**config.mk**
```make
export PLATFORM = sky130hd
export DESIGN_NAME = reg_scoreboard_flat
export DESIGN_NICKNAME = d
export VERILOG_FILES = /design/src/rtl/reg_scoreboard_if.sv /design/src/rtl/reg_scoreboard.sv /design/src/flat_wrapper.sv
export SDC_FILE = /design/constraint.sdc
export NUM_CORES = 1
export LEC_CHECK = 0
export CAP_MARGIN = 20
export CORE_MARGIN = 3
export CORE_UTILIZATION = 70
export CTS_BUF_LIST = sky130_fd_sc_hd__clkbuf_2
export DETAILED_ROUTE_END_ITERATION = 8
export PLACE_DENSITY_LB_ADDON = 0.1
export SLEW_MARGIN = 15
export SYNTH_ARGS = -nofsm -noshare
export SYNTH_HDL_FRONTEND = slang
export SYNTH_SLANG_ARGS = --single-unit
```
**constraint.sdc**
```tcl
create_clock -name clk -period 7.6 [get_ports clk]
set_clock_uncertainty 0.05 [all_clocks]
set_input_delay 1.52 -clock clk [delete_from_list [all_inputs] [get_ports clk]]
set_output_delay 1.52 -clock clk [all_outputs]
set_load 0.03 [all_outputs]
```
**src/rtl/reg_scoreboard_if.sv**
```systemverilog
// reg_scoreboard_if: issue, writeback and decode-query bundle between the pipeline and the scoreboard
interface reg_scoreboard_if #(parameter int AW = 5);
  logic          iss0_valid;
  logic [AW-1:0] iss0_dst;
  logic          iss1_valid;
  logic [AW-1:0] iss1_dst;
  logic          wb0_valid;
  logic [AW-1:0] wb0_dst;
  logic          wb1_valid;
  logic [AW-1:0] wb1_dst;
  logic          flush;
  logic [AW-1:0] rs1;
  logic [AW-1:0] rs2;
  logic          rs1_busy;
  logic          rs2_busy;
  logic          iss_stall;
  logic          any_pending;
  logic          err_underflow;
  modport master (
    output iss0_valid, iss0_dst, iss1_valid, iss1_dst,
    output wb0_valid, wb0_dst, wb1_valid, wb1_dst, flush, rs1, rs2,
    input  rs1_busy, rs2_busy, iss_stall, any_pending, err_underflow
  );
  modport slave (
    input  iss0_valid, iss0_dst, iss1_valid, iss1_dst,
    input  wb0_valid, wb0_dst, wb1_valid, wb1_dst, flush, rs1, rs2,
    output rs1_busy, rs2_busy, iss_stall, any_pending, err_underflow
  );
endinterface

```
**src/rtl/reg_scoreboard.sv**
```systemverilog
// reg_scoreboard: per-register in-flight write counters with busy, stall and underflow reporting
module reg_scoreboard #(
  parameter int NREG = 32,
  parameter int AW   = 5,
  parameter int CNTW = 2
) (
  input logic            clk,
  input logic            resetn,
  reg_scoreboard_if.slave sb
);
  localparam int W = CNTW + 2;
  localparam logic [W-1:0] MAXC = W'((1 << CNTW) - 1);
  logic [CNTW-1:0] cnt_q [NREG];
  logic [CNTW-1:0] cnt_d [NREG];
  logic [W-1:0]    inc   [NREG];
  logic [W-1:0]    dec   [NREG];
  logic [W-1:0]    sum   [NREG];
  logic            err_q, err_d;
  logic            stall;
  logic            any;
  // Tally per-register issues and writebacks; stall if any counter would exceed its maximum after same-cycle credit
  always_comb begin
    stall = 1'b0;
    for (int r = 0; r < NREG; r++) begin
      inc[r] = (r == 0) ? '0 : W'(sb.iss0_valid && sb.iss0_dst == AW'(r)) + W'(sb.iss1_valid && sb.iss1_dst == AW'(r));
      dec[r] = (r == 0) ? '0 : W'(sb.wb0_valid && sb.wb0_dst == AW'(r)) + W'(sb.wb1_valid && sb.wb1_dst == AW'(r));
      if (((W'(cnt_q[r]) > dec[r]) ? W'(cnt_q[r]) - dec[r] : '0) + inc[r] > MAXC) stall = 1'b1;
    end
  end
  // Next counts: blocked issues contribute nothing, underflow clamps to zero, flush clears without touching the error flag
  always_comb begin
    err_d = err_q;
    for (int r = 0; r < NREG; r++) begin
      sum[r] = W'(cnt_q[r]) + (stall ? '0 : inc[r]);
      cnt_d[r] = (sb.flush || dec[r] > sum[r]) ? '0 : CNTW'(sum[r] - dec[r]);
      if (!sb.flush && dec[r] > sum[r]) err_d = 1'b1;
    end
  end
  // Counter and sticky error state
  always_ff @(posedge clk or negedge resetn) begin
    if (!resetn) begin
      cnt_q <= '{default: '0};
      err_q <= 1'b0;
    end else begin
      cnt_q <= cnt_d;
      err_q <= err_d;
    end
  end
  // Any register still owed a write
  always_comb begin
    any = 1'b0;
    for (int r = 1; r < NREG; r++) any = any | (cnt_q[r] != '0);
  end
  assign sb.rs1_busy      = (sb.rs1 != '0) && (cnt_q[sb.rs1] != '0);
  assign sb.rs2_busy      = (sb.rs2 != '0) && (cnt_q[sb.rs2] != '0);
  assign sb.iss_stall     = stall;
  assign sb.any_pending   = any;
  assign sb.err_underflow = err_q;
endmodule

```
**src/flat_wrapper.sv**
```systemverilog
// flat-port wrapper written by rule: the top's interface ports become plain ports
module reg_scoreboard_flat 
#(
  parameter int NREG = 32,
  parameter int AW   = 5,
  parameter int CNTW = 2
)
  (clk, resetn, sb_iss0_valid, sb_iss0_dst, sb_iss1_valid, sb_iss1_dst, sb_wb0_valid, sb_wb0_dst, sb_wb1_valid, sb_wb1_dst, sb_flush, sb_rs1, sb_rs2, sb_rs1_busy, sb_rs2_busy, sb_iss_stall, sb_any_pending, sb_err_underflow);
  reg_scoreboard_if #(.AW(AW)) sb_i ();
  input logic clk;
  input logic resetn;
  input wire logic [$bits(sb_i.iss0_valid)-1:0] sb_iss0_valid;
  input wire logic [$bits(sb_i.iss0_dst)-1:0] sb_iss0_dst;
  input wire logic [$bits(sb_i.iss1_valid)-1:0] sb_iss1_valid;
  input wire logic [$bits(sb_i.iss1_dst)-1:0] sb_iss1_dst;
  input wire logic [$bits(sb_i.wb0_valid)-1:0] sb_wb0_valid;
  input wire logic [$bits(sb_i.wb0_dst)-1:0] sb_wb0_dst;
  input wire logic [$bits(sb_i.wb1_valid)-1:0] sb_wb1_valid;
  input wire logic [$bits(sb_i.wb1_dst)-1:0] sb_wb1_dst;
  input wire logic [$bits(sb_i.flush)-1:0] sb_flush;
  input wire logic [$bits(sb_i.rs1)-1:0] sb_rs1;
  input wire logic [$bits(sb_i.rs2)-1:0] sb_rs2;
  output wire logic [$bits(sb_i.rs1_busy)-1:0] sb_rs1_busy;
  output wire logic [$bits(sb_i.rs2_busy)-1:0] sb_rs2_busy;
  output wire logic [$bits(sb_i.iss_stall)-1:0] sb_iss_stall;
  output wire logic [$bits(sb_i.any_pending)-1:0] sb_any_pending;
  output wire logic [$bits(sb_i.err_underflow)-1:0] sb_err_underflow;
  assign sb_i.iss0_valid = sb_iss0_valid;
  assign sb_i.iss0_dst = sb_iss0_dst;
  assign sb_i.iss1_valid = sb_iss1_valid;
  assign sb_i.iss1_dst = sb_iss1_dst;
  assign sb_i.wb0_valid = sb_wb0_valid;
  assign sb_i.wb0_dst = sb_wb0_dst;
  assign sb_i.wb1_valid = sb_wb1_valid;
  assign sb_i.wb1_dst = sb_wb1_dst;
  assign sb_i.flush = sb_flush;
  assign sb_i.rs1 = sb_rs1;
  assign sb_i.rs2 = sb_rs2;
  assign sb_rs1_busy = sb_i.rs1_busy;
  assign sb_rs2_busy = sb_i.rs2_busy;
  assign sb_iss_stall = sb_i.iss_stall;
  assign sb_any_pending = sb_i.any_pending;
  assign sb_err_underflow = sb_i.err_underflow;
  reg_scoreboard #(.NREG(NREG), .AW(AW), .CNTW(CNTW)) u_core (.clk(clk), .resetn(resetn), .sb(sb_i));
endmodule
```
Word level (Yosys, flattened, before mapping)
Cells that the tools add are included.
Storage, ports and cells
  latch bits: 0
  memories kept: 0
  bits in read-only memories: 0
  bits in writable memories: 0
  bits in registers: 63
  output and inout port bits: 5
  input bits: 37
Cells by class
  multiplexer cells: 161
  reduce and logical (&&, ||, !) cells: 225
  equal/unequal tests: 124
  div/mod/pow operators: 0
  bitwise gates (word level): 32
  multiply operators: 0
  $lt $le $gt $ge: 95
  add/subtract/negate cells: 186
  shift-type cells: 0
Operators with widths (count)
  $eq 5x5->1 const B: 64
  $gt 2x4->1: 62
  $mux 4: 62
  $eq 5x4->1 const B: 32
  $logic_and 1x1->1: 157
  $add 1x1->2: 62
  $add 2x4->4: 31
  $add 4x4->4: 31
  $gt 4x2->1 const B: 31
  $sub 2x4->4: 31
  $eq 5x3->1 const B: 16
  $mux 2: 35
  $reduce_bool 2->1: 33
  $mux 1: 62
  $sub 2x2->2: 31
  $eq 5x2->1 const B: 8
  $reduce_bool 32->1: 1
  $logic_or 1x1->1: 31
  $or 1x1->1: 30
  $bmux 2 s5: 2
  $eq 5x1->1 const B: 4
  $ge 6x6->1 const B: 2
  $not 5->6: 2
  $reduce_bool 5->1: 2
  $logic_not 1->1: 1

Logic depth before layout (Yosys ltp)
  depth after elaboration: 73
  depth in mapped cells: 27
  depth with buffers taken out: 25

Worst setup path before layout
Ideal clock, no wire load.
  path type: input -> register
  start point: input sb_wb1_dst[2]
  end point: register u_core.err_q, in the netlist u_core.sb.err_underflow
  path slack: 1136 ps
  arrival time: 6287 ps
  stages on the path: 27
  data required time: 7423 ps
  cell sequence: or2_2 clkbuf_1 nor2_1 ha_1 ha_1 inv_1 fa_1 nand2_1 a21oi_1 ha_1 nand4b_1 nand4_1 nor4_1 and3_1 clkbuf_1 clkbuf_1 and2_1 ha_1 fa_1 inv_1 ha_1 nor2b_1 o21ai_0 nand4_1 nor4_1 a21oi_1 or2_2
Between the ends
  word-level cells in the longest chain between the ends: 72
Ends and longest elaborated chain
  start, declared: line flat_wrapper.sv:19  | input wire logic [$bits(sb_i.wb1_dst)-1:0] sb_wb1_dst;
  $eq 5x1->1: line reg_scoreboard.sv:26  | dec[r] = (r == 0) ? '0 : W'(sb.wb0_valid && sb.wb0_dst == AW'(r)) + W'(sb.wb1_valid && sb.wb1_dst == AW'(r));
  $logic_and 1x1->1: line reg_scoreboard.sv:26
  $add 1x1->2: line reg_scoreboard.sv:26
  $sub 2x4->4 / $gt 2x4->1 (equally long branches): line reg_scoreboard.sv:27  | if (((W'(cnt_q[r]) > dec[r]) ? W'(cnt_q[r]) - dec[r] : '0) + inc[r] > MAXC) stall = 1'b1;
  $mux 4: line reg_scoreboard.sv:27
  $add 4x4->4: line reg_scoreboard.sv:27
  $gt 4x2->1: line reg_scoreboard.sv:27
  $mux 1 (31 in a row): line reg_scoreboard.sv:27
  $mux 4: line reg_scoreboard.sv:34  | sum[r] = W'(cnt_q[r]) + (stall ? '0 : inc[r]);
  $add 2x4->4: line reg_scoreboard.sv:34
  $gt 2x4->1: line reg_scoreboard.sv:36  | if (!sb.flush && dec[r] > sum[r]) err_d = 1'b1;
  $logic_and 1x1->1: line reg_scoreboard.sv:36
  $mux 1 (30 in a row): line reg_scoreboard.sv:36
  end signal, assigned: line reg_scoreboard.sv:46  | err_q <= err_d;
  end, declared: line reg_scoreboard.sv:18  | logic err_q, err_d;
Several ways; a longest one is shown, not always the timed one.
A chain may end at the register's enable or synchronous reset.

Worst setup path after layout
  start point: input sb_wb0_valid
  end point: register u_core.err_q, in the netlist u_core.sb.err_underflow
Between the ends
  word-level cells in the longest chain between the ends: 71
Ends and longest elaborated chain
  start, declared: line flat_wrapper.sv:16  | input wire logic [$bits(sb_i.wb0_valid)-1:0] sb_wb0_valid;
  $logic_and 1x1->1: line reg_scoreboard.sv:26
  $add 1x1->2: line reg_scoreboard.sv:26
  $sub 2x4->4 / $gt 2x4->1 (equally long branches): line reg_scoreboard.sv:27
  $mux 4: line reg_scoreboard.sv:27
  $add 4x4->4: line reg_scoreboard.sv:27
  $gt 4x2->1: line reg_scoreboard.sv:27
  $mux 1 (31 in a row): line reg_scoreboard.sv:27
  $mux 4: line reg_scoreboard.sv:34
  $add 2x4->4: line reg_scoreboard.sv:34
  $gt 2x4->1: line reg_scoreboard.sv:36
  $logic_and 1x1->1: line reg_scoreboard.sv:36
  $mux 1 (30 in a row): line reg_scoreboard.sv:36
Several ways; a longest one is shown, not always the timed one.

==> impl_metrics.ini <==
[sta]
timing.final.crit_share_pct = 98.3
rsz0062_at_grt = no
worst_pin_slew_ps = 911
fin_crit_ps = 7470
finalHoldViolCount = 0
slew_headroom_pct = 39.3
maxSlewViolCount = 0
max_freq_mhz = 134
setup_violations = 0
tns_ps = 0

[power]
seqPwrFrac_pct = 37.4
vdd_ir_drop_max_mv = 0.0775
p_comb_share_pct = 36.5
power_switching_w = 0.000376
power.share.clock_pct = 26.1
p_leak_nw = 5.94
power_w = 0.000979
internal-power_w = 0.000603
switching_share_pct = 38.4
power.density_nw_per_um2 = 79.5

[finish]
antennaDiodeCount = 0
area_delta_synth_final_pct = 12.5
layout_commonest_cell = ha_1
mostFrequentLayoutCells = ha_1 (279), nor2_1 (222), inv_1 (187)
instances_no_fill = 1622
n_fill_cell = 1049
drive_gt1_share_pct = 8.36
nets = 1785

[place]
gp_congestion = 1.04
hpwl_um = 25900
numPlacedInstances = 1607
portBuffers = 41

[hold_path]
hold_class = flip-flop to flip-flop
hold_start = u_core.sb.err_underflow

[synthesis]
ys_ff_latch = 63
synth_compound_area_share_pct = 5.47
yosys_warnings = 0
yosysTopAreaCell = ha_1
synth.area.mux_share_pct = 2.99
synth_area_um2 = 11000
yosysSeqAreaShare_pct = 14.4
synth_cell_types = 32
synth_edf_count = 0
synth_top_family_by_area = adder cells
syn_inst = 1298
synth_ff_type = dfrtp_1
async_reset_ff_share_pct = 100
synth_fa_ha_area_share_pct = 43.2
yosysTopAreaCellShare_pct = 31.9
synth.avg_cell_area_um2 = 8.44
synth_area_leaders = ha_1 (32%), dfrtp_1 (14%), fa_1 (11%), nor2_1 (7.6%), inv_1 (6.4%)
synth_xor_area_share_pct = 2.48
syn_nets = 1676
synthSimpleGateAreaFrac_pct = 23.9

[drt]
drt_iter0_markers = 1024
postRouteAntennaNets = 0
num_vias = 9751
routedWlPerCell_um = 19.5
finalWirelength_um = 31600
routed_via_density = 6.01
route.detailed.drc = 0
drtPass1Iterations = 6

[setup_path]
worstSetupPathType = input pin to flip-flop
cp_data_arrival_time_ps = 7920
r2r_start = u_core.cnt_q[46]
end_kind = flip-flop
setup.worst_path.start = sb_wb0_valid
cp-start-kind = input pin
crit_required_ps = 8050
crit_fanout = 10

[global_route]
track_usage_pct = 38.0
antenna_found_initial = 0
overflow = 0
grt_max_degree = 64
grt_pass1_wl_um = 49700
first_global_vias = 9490

[floorplanning]
dieArea_um2 = 17200
coreArea_um2 = 15300
start_util_pct = 71.8
row_count = 45
die_h_um = 131
die_w_um = 131
pin_count = 42

[clock_network]
hold_buffers = 0
cts_tree = yes
worstSkewPairLatency_ps = 600
cts_inserted_buffers = 9
clockRootBuffer = clkbuf_2
clock-sinks = 63
h-tree-depth = 3
clk_pin_slew_worst_paths_ps = 200
clockBufferDepth = 2

[run_status]
run_status = completed

[run]
cap_violations = 0
-- cell type report --
class	instances	area [um2]	share of cell area, %
timing repair buffer	127	1090	8.89
clock buffer	9	45.0	0.366
multi-input combinational	1019	8560	69.5
inverter	187	702	5.70
clock inverter	6	76.3	0.620
sequential	63	1580	12.8
tap	211	264	2.14
-- final timing paths --
path / cells past startpoint / endpoint / slack, ps
setup / recovery: 28 / u_core.sb.err_underflow / 130
hold / removal: 1 / u_core.sb.err_underflow / 520
setup reg to reg: 24 / u_core.sb.err_underflow / 2020
hold reg to reg: 1 / u_core.sb.err_underflow / 520
max in group asynchronous: 2 / u_core.cnt_q[17] / 5850
min in group asynchronous: 2 / u_core.cnt_q[36] / 1050
-- sequential cells by signal, summed over array words and instances (netlist names) --
name	cells
u_core.cnt_q	62
u_core.sb.err_underflow	1
-- logic make-up after synthesis --
kind of cell / Yosys count
fa+ha+maj: 341
xor+xnor: 31
mux: 15
simple gates: 519
buf+inv: 216
compound gates: 113
flops: 63
-- per-stage QoR --
step / hold WS (ps) / setup slack, ps / cell area, um2 / utilization, %
finish: 516 / 128 / 12300 / 80.7
detailed placement: 459 / -408 / 12200 / 79.8
global route: 513 / 3.31 / 12300 / 80.7
floorplan: 626 / 1140 / 11000 / -
global placement: 452 / -268 / 12200 / 79.8
CTS: 501 / 10.8 / 12300 / 80.7
-- routing by layer --
metal	global-route usage [%]	wire length (um)
met3	12.0	3830
met4	17.4	1520
met1	51.1	12800
met5	0	0
met2	56.2	13400
-- cells in the mapped netlist (19+ instances only) --
library cell / number
ha_1: 279
nor2_1: 222
inv_1: 187
a21oi_1: 67
dfrtp_1: 63
and2_1: 62
fa_1: 62
nand2_1: 50
nor2b_1: 43
nand2b_1: 39
o21ai_0: 35
nand4b_1: 31
xor2_1: 31
nand4_1: 27
clkbuf_1: 26
nand3_1: 19
-- power groups by stage --
stage | clock, W | sequential [W] | combinational, W
after floorplan | 0 | 0.000366 | 0.000202
after global placement | 0 | 0.000371 | 0.000335
after detailed placement | 0 | 0.000372 | 0.000345
after CTS | 0.000257 | 0.000366 | 0.000348
after global routing | 0.000269 | 0.000369 | 0.000390
final | 0.000255 | 0.000366 | 0.000358
-- worst max-delay path, cell delays in order --
cell             delay, ps
clkdlybuf4s50_1        480
nor2b_2                290
nand3_1                330
nor2_1                 240
ha_1                   310
ha_1                   200
inv_1                   60
fa_1                   410
nand2_1                 80
a21oi_1                 40
ha_1                   290
nand4b_1               160
nand4_1                110
nor4_1                 340
and3_2                 310
buf_4                  190
and2_1                 150
ha_1                   160
fa_1                   400
inv_1                   70
ha_1                   220
nor2b_1                130
o21ai_0                410
nand4_1                240
nor4_1                 280
buf_4                  170
a21oi_1                 60
or2_2                  290
-- repair_timing --
item | in CTS | in global routing
setup buffers | 0 | 0
pin swaps | 0 | 0
setup endpoints to repair | 1 | 2
resized for setup | 2 | 3
(Power assumes the default switching activity.)
